**config.mk**
```make
export PLATFORM = sky130hd
export DESIGN_NAME = gray_ptr_counter
export DESIGN_NICKNAME = d
export VERILOG_FILES = /design/src/rtl/gray_pkg.sv /design/src/rtl/gray_to_bin_comb.sv /design/src/rtl/gray_ptr_counter.sv
export SDC_FILE = /design/constraint.sdc
export NUM_CORES = 1
export LEC_CHECK = 0
export BUFFER_PORTS_ARGS = -buffer_cell sky130_fd_sc_hd__buf_2
export CORE_AREA = 2 2 39 41
export CTS_CLUSTER_SIZE = 14
export DETAILED_ROUTE_END_ITERATION = 10
export DIE_AREA = 0 0 41 43
export GPL_ROUTABILITY_DRIVEN = 0
export GPL_TIMING_DRIVEN = 0
export PLACE_DENSITY = 0.67
export RECOVER_POWER = 25
export SYNTH_ARGS = -nofsm -noshare
export SYNTH_HDL_FRONTEND = slang
export SYNTH_SLANG_ARGS = --single-unit
```
**constraint.sdc**
```tcl
create_clock -name clk -period 2.2 [get_ports clk]
set_input_delay 0.11 -clock clk [delete_from_list [all_inputs] [get_ports clk]]
set_output_delay 0.11 -clock clk [all_outputs]
set_load 0.01 [all_outputs]
```
**src/rtl/gray_pkg.sv**
```systemverilog
// rtl/gray_pkg.sv - shared reflected-Gray helpers for counters, converters and their benches
package gray_pkg;

    localparam int GRAY_MAX_W = 32;

    typedef logic [GRAY_MAX_W-1:0] gray_word_t;

    // Zero-extended operands decode/encode to zero-extended results, so one
    // widest-case word serves every narrower width without a width argument.
    function automatic gray_word_t bin2gray(input gray_word_t b);
        return b ^ (b >> 1);
    endfunction

    function automatic gray_word_t gray2bin(input gray_word_t g);
        gray_word_t b;
        b = '0;
        b[GRAY_MAX_W-1] = g[GRAY_MAX_W-1];
        for (int i = GRAY_MAX_W - 2; i >= 0; i--) begin
            b[i] = b[i+1] ^ g[i];
        end
        return b;
    endfunction

    function automatic gray_word_t all_ones(input int w);
        return (gray_word_t'(1) << w) - gray_word_t'(1);
    endfunction

    function automatic gray_word_t zero(input int w);
        return gray_word_t'(0) & all_ones(w);
    endfunction

endpackage

```
**src/rtl/gray_to_bin_comb.sv**
```systemverilog
// rtl/gray_to_bin_comb.sv - combinational reflected-Gray to binary decoder
module gray_to_bin_comb
    import gray_pkg::*;
#(
    parameter int WIDTH = 4
) (
    input  logic [WIDTH-1:0] gray,
    output logic [WIDTH-1:0] bin
);

    gray_word_t gray_ext;
    gray_word_t bin_ext;

    always_comb begin
        gray_ext = GRAY_MAX_W'(gray);
        bin_ext  = gray2bin(gray_ext);
        bin      = WIDTH'(bin_ext);
    end

endmodule

```
**src/rtl/gray_ptr_counter.sv**
```systemverilog
// rtl/gray_ptr_counter.sv - registered up/down counter with binary and Gray outputs in lock-step
module gray_ptr_counter
    import gray_pkg::*;
#(
    parameter int WIDTH = 4,
    parameter int INIT  = 0
) (
    input  logic             clk,
    input  logic             rst,
    input  logic             en,
    input  logic             up,
    input  logic             load,
    input  logic [WIDTH-1:0] load_gray,
    output logic [WIDTH-1:0] bin_out,
    output logic [WIDTH-1:0] gray_out,
    output logic             wrap
);

    localparam logic [WIDTH-1:0] ALL_ONES  = WIDTH'(all_ones(WIDTH));
    localparam logic [WIDTH-1:0] ZERO      = WIDTH'(zero(WIDTH));
    localparam logic [WIDTH-1:0] INIT_BIN  = WIDTH'(INIT);
    localparam logic [WIDTH-1:0] INIT_GRAY = WIDTH'(bin2gray(GRAY_MAX_W'(INIT_BIN)));

    logic [WIDTH-1:0] load_bin;
    logic [WIDTH-1:0] next_bin;
    logic [WIDTH-1:0] next_gray;
    logic             next_wrap;

    gray_to_bin_comb #(
        .WIDTH(WIDTH)
    ) u_load_dec (
        .gray(load_gray),
        .bin (load_bin)
    );

    // Carry/borrow out of the step is dropped here and surfaces only as wrap.
    always_comb begin
        next_bin  = up ? (bin_out + WIDTH'(1)) : (bin_out - WIDTH'(1));
        next_gray = WIDTH'(bin2gray(GRAY_MAX_W'(next_bin)));
        next_wrap = up ? (bin_out == ALL_ONES) : (bin_out == ZERO);
    end

    always_ff @(posedge clk) begin
        if (rst) begin
            bin_out  <= INIT_BIN;
            gray_out <= INIT_GRAY;
            wrap     <= 1'b0;
        end else if (load) begin
            bin_out  <= load_bin;
            gray_out <= load_gray;
            wrap     <= 1'b0;
        end else if (en) begin
            bin_out  <= next_bin;
            gray_out <= next_gray;
            wrap     <= next_wrap;
        end else begin
            wrap     <= 1'b0;
        end
    end

endmodule

```
==> out/metrics.csv <==
stage,metric,value,unit
power,combinational power share,0.362,
power,Seq pwr share,0.387,
setup_path,data required time of the critical path,2.36,ns
sta,Worst Skew,0.00168,ns
sta,Pins Over Slew Limit,0,
clock_network,maximum clock path buffer count,2,
sta,minimum clock period,1.88,ns
placement,IO buf count,16,
power,sw power,0.000149,W
clock_network,Post-CTS Setup Inserts,0,
power,pwr dens,676,mW/mm^2
setup_path,Setup CP Type,register to register,
cells_and_area,"Net count, final",100,
yosys,mux contribution to synthesized area,0,
global_route,GRT overflow,0,
yosys,"Net Count, Synth",79,
cells_and_area,ANT cells,0,
yosys,mapped cell area,553,um^2
sta,worst relative slew slack,0.723,
global_route,vias in the first global route,447,
yosys,Synth Area in Compound Gates,0.186,
yosys,fraction of the mapped netlist area in simple logic gates,0.208,
worst_hold_path,HP Class,input port to register,
detailed_routing,TritonRoute pass-1 iters,3,
yosys,largest family of logic cells by synthesized area,simple AND/OR/NAND/NOR gates,
clock_network,Root Driver,clkbuf_4,
clock_network,Resized cells post-CTS,0,
power,P_int,0.000304,W
clock_network,CTS Hold Buffers Added,0,
sta,Tcrit/Tclk final,0.853,
sta,actual slew at the worst max-slew pin,0.415,ns
setup_path,critical path endpoint category,register,
cells_and_area,P&R area growth vs syn,21.3,%
detailed_routing,drt drc,0,
yosys,Yosys reg bits,8,
setup_path,"critical path fanouts, max",7,
detailed_routing,routed len/inst,11.1,um
yosys,post-synthesis xor/xnor area fraction,0.158,
power,power consumption,0.000453,W
yosys,average size of a mapped cell,8.25,um^2
detailed_routing,routed wire length,1130,um
yosys,Synth Instances,67,
detailed_routing,via count,520,
global_route,GR Util All Layers,0.160,
yosys,sequential-to-total area share from yosys stat,0.290,
power,Sw Ratio,0.330,
clock_network,H-tree depth,1,
die,Initial Util,0.400,
setup_path,r2r setup slk,0.32,ns
clock_network,clock-pin slew on the worst setup and hold paths,0.05,ns
power,Leakage Power,0.290,nW
global_route,largest net degree at the start of global routing,11,
cells_and_area,fill count,157,
yosys,Post-Synth Adder-Cell Area,0.0814,
cells_and_area,share of layout cells above drive strength 1,0.233,
power,Clk pwr share,0.250,
die,Die Y,43,um
die,Core Region,0.00138,mm^2
cells_and_area,final core utilization,0.485,
setup_path,Worst Path Arrival,2.04,ns
yosys,synth warn,0,
cells_and_area,Non-Filler Instances,102,
sta,achievable clock frequency,533,MHz
placement,hpwl dp,875,um
die,chip width,41,um
placement,Placed Cells,99,
detailed_routing,Initial DRC Count,5,
clock_network,CTS tree,yes,
setup_path,Worst Setup Start Kind,register,
clock_network,latest clock arrival within the worst-skew pair,0.25,ns
sta,# setup viols final,0,
sta,worst hold slack,0.115,ns
die,die area,0.00176,mm^2
yosys,library cells used by synthesis,26,
job,Max Cap Violations,0,
sta,final hold viol count,0,
detailed_routing,Final ANT Viol Nets,0,
detailed_routing,Vias per Instance,5.10,
sta,RSZ-0062 raised after global routing,false,
die,Cell Rows,14,
global_route,initial antenna violation count,0,
clock_network,CTS sink count,8,
power,Peak VDD IR,0.371,mV
die,# IOs,18,
run_status,run status,"complete, no violations",
sta,setup_tns,0,ns
clock_network,CTS buffer count,3,
global_route,first-pass GRT wire length,1850,um
[flip-flops by register name, summed over array words and instances, names as in the netlist]
register,flops
bin_out,4
gray_out,3
wrap,1
[final cells by class]
cell class | count | area [um^2] | share of cell area
Buffer | 4 | 20.0 | 0.0299
Multi-Input combinational cell | 49 | 350 | 0.522
Tap cell | 16 | 20.0 | 0.0299
Timing Repair Buffer | 16 | 75.1 | 0.112
Clock buffer | 3 | 22.5 | 0.0336
Sequential cell | 8 | 160 | 0.239
Inverter | 6 | 22.5 | 0.0336
[path summary, 6_finish.rpt]
| path | startpoint | endpoint | depth (start not counted) |
|---|---|---|---|
| worst min register to register | gray_out[1]$_SDFFE_PP0P_ | gray_out[1]$_SDFFE_PP0P_ | 2 |
| worst max register to register | bin_out[0]$_SDFFE_PP0P_ | gray_out[1]$_SDFFE_PP0P_ | 6 |
| worst max-delay path | bin_out[0]$_SDFFE_PP0P_ | gray_out[1]$_SDFFE_PP0P_ | 6 |
| worst min-delay path | load_gray[0] | gray_out[0]$_SDFFE_PP0P_ | 3 |
[power by group through the flow]
stage	clock [W]	sequential [W]	combinational [W]
after floorplan	0	0.000183	0.000118
after global placement	0	0.000178	0.000165
after detailed placement	0	0.000178	0.000167
after CTS	0.000118	0.000175	0.000168
after global routing	0.000130	0.000178	0.000183
final	0.000114	0.000176	0.000164
[Yosys cell counts (all sizes together)]
library cell,number,area [um^2]
a211oi,5,37.5
a21oi,7,35.0
a221oi,1,8.76
and3,1,6.26
and4,1,11.3
buf,3,16.3
clkbuf,1,3.75
dfxtp,8,160
fa,1,20.0
ha,2,25.0
inv,6,22.5
nand2,3,11.3
nand3,1,10.0
nand4,1,6.26
nor2,7,26.3
nor2b,2,12.5
nor3b,2,15.0
o21a,1,7.51
o21ai,1,5.00
o2bb2ai,1,8.76
or4,2,16.3
xnor2,9,78.8
xor2,1,8.76
[logic make-up after synthesis]
group | Yosys count
adder cells (fa/ha/maj) | 3
AO/OA/AOI/OAI | 16
AND/OR/NAND/NOR | 20
buffers and inverters | 10
XOR/XNOR | 10
flip-flops | 8
[per-stage QoR]
step / area (um^2) / worst slack (ns)
2_1_floorplan: 553 / 0.428
3_3_place_gp: 653 / 0.342
3_5_place_dp: 653 / 0.334
4_1_cts: 676 / 0.312
5_1_grt: 671 / 0.218
6_report: 671 / 0.323
[cells in the final DEF (no fill, tap or decap), types with 2 or more instances in the layout]
master and n:
a21oi_1 7, nor3b_1 2, inv_1 6, xnor2_1 9, clkbuf_4 3, nor2_1 7, a211oi_1 5, clkbuf_1 5
dfxtp_1 8, nor2b_1 2, ha_1 2, buf_2 13, nand2_1 3
[metal layers]
metal | GRT usage | part of all wire
met2 | 0.213 | 0.44
met5 | 0 | 0
met1 | 0.199 | 0.46
met4 | 0.100 | 0.023
met3 | 0.0785 | 0.075
[critical path: stages (launching register included)]
cell and delay [ns]:
dfxtp_1 0.48, inv_1 0.11, fa_1 0.41, xnor2_1 0.33, xnor2_1 0.17, nand2_1 0.07, a221oi_1 0.22
Power figures use the tool's default switching activity.
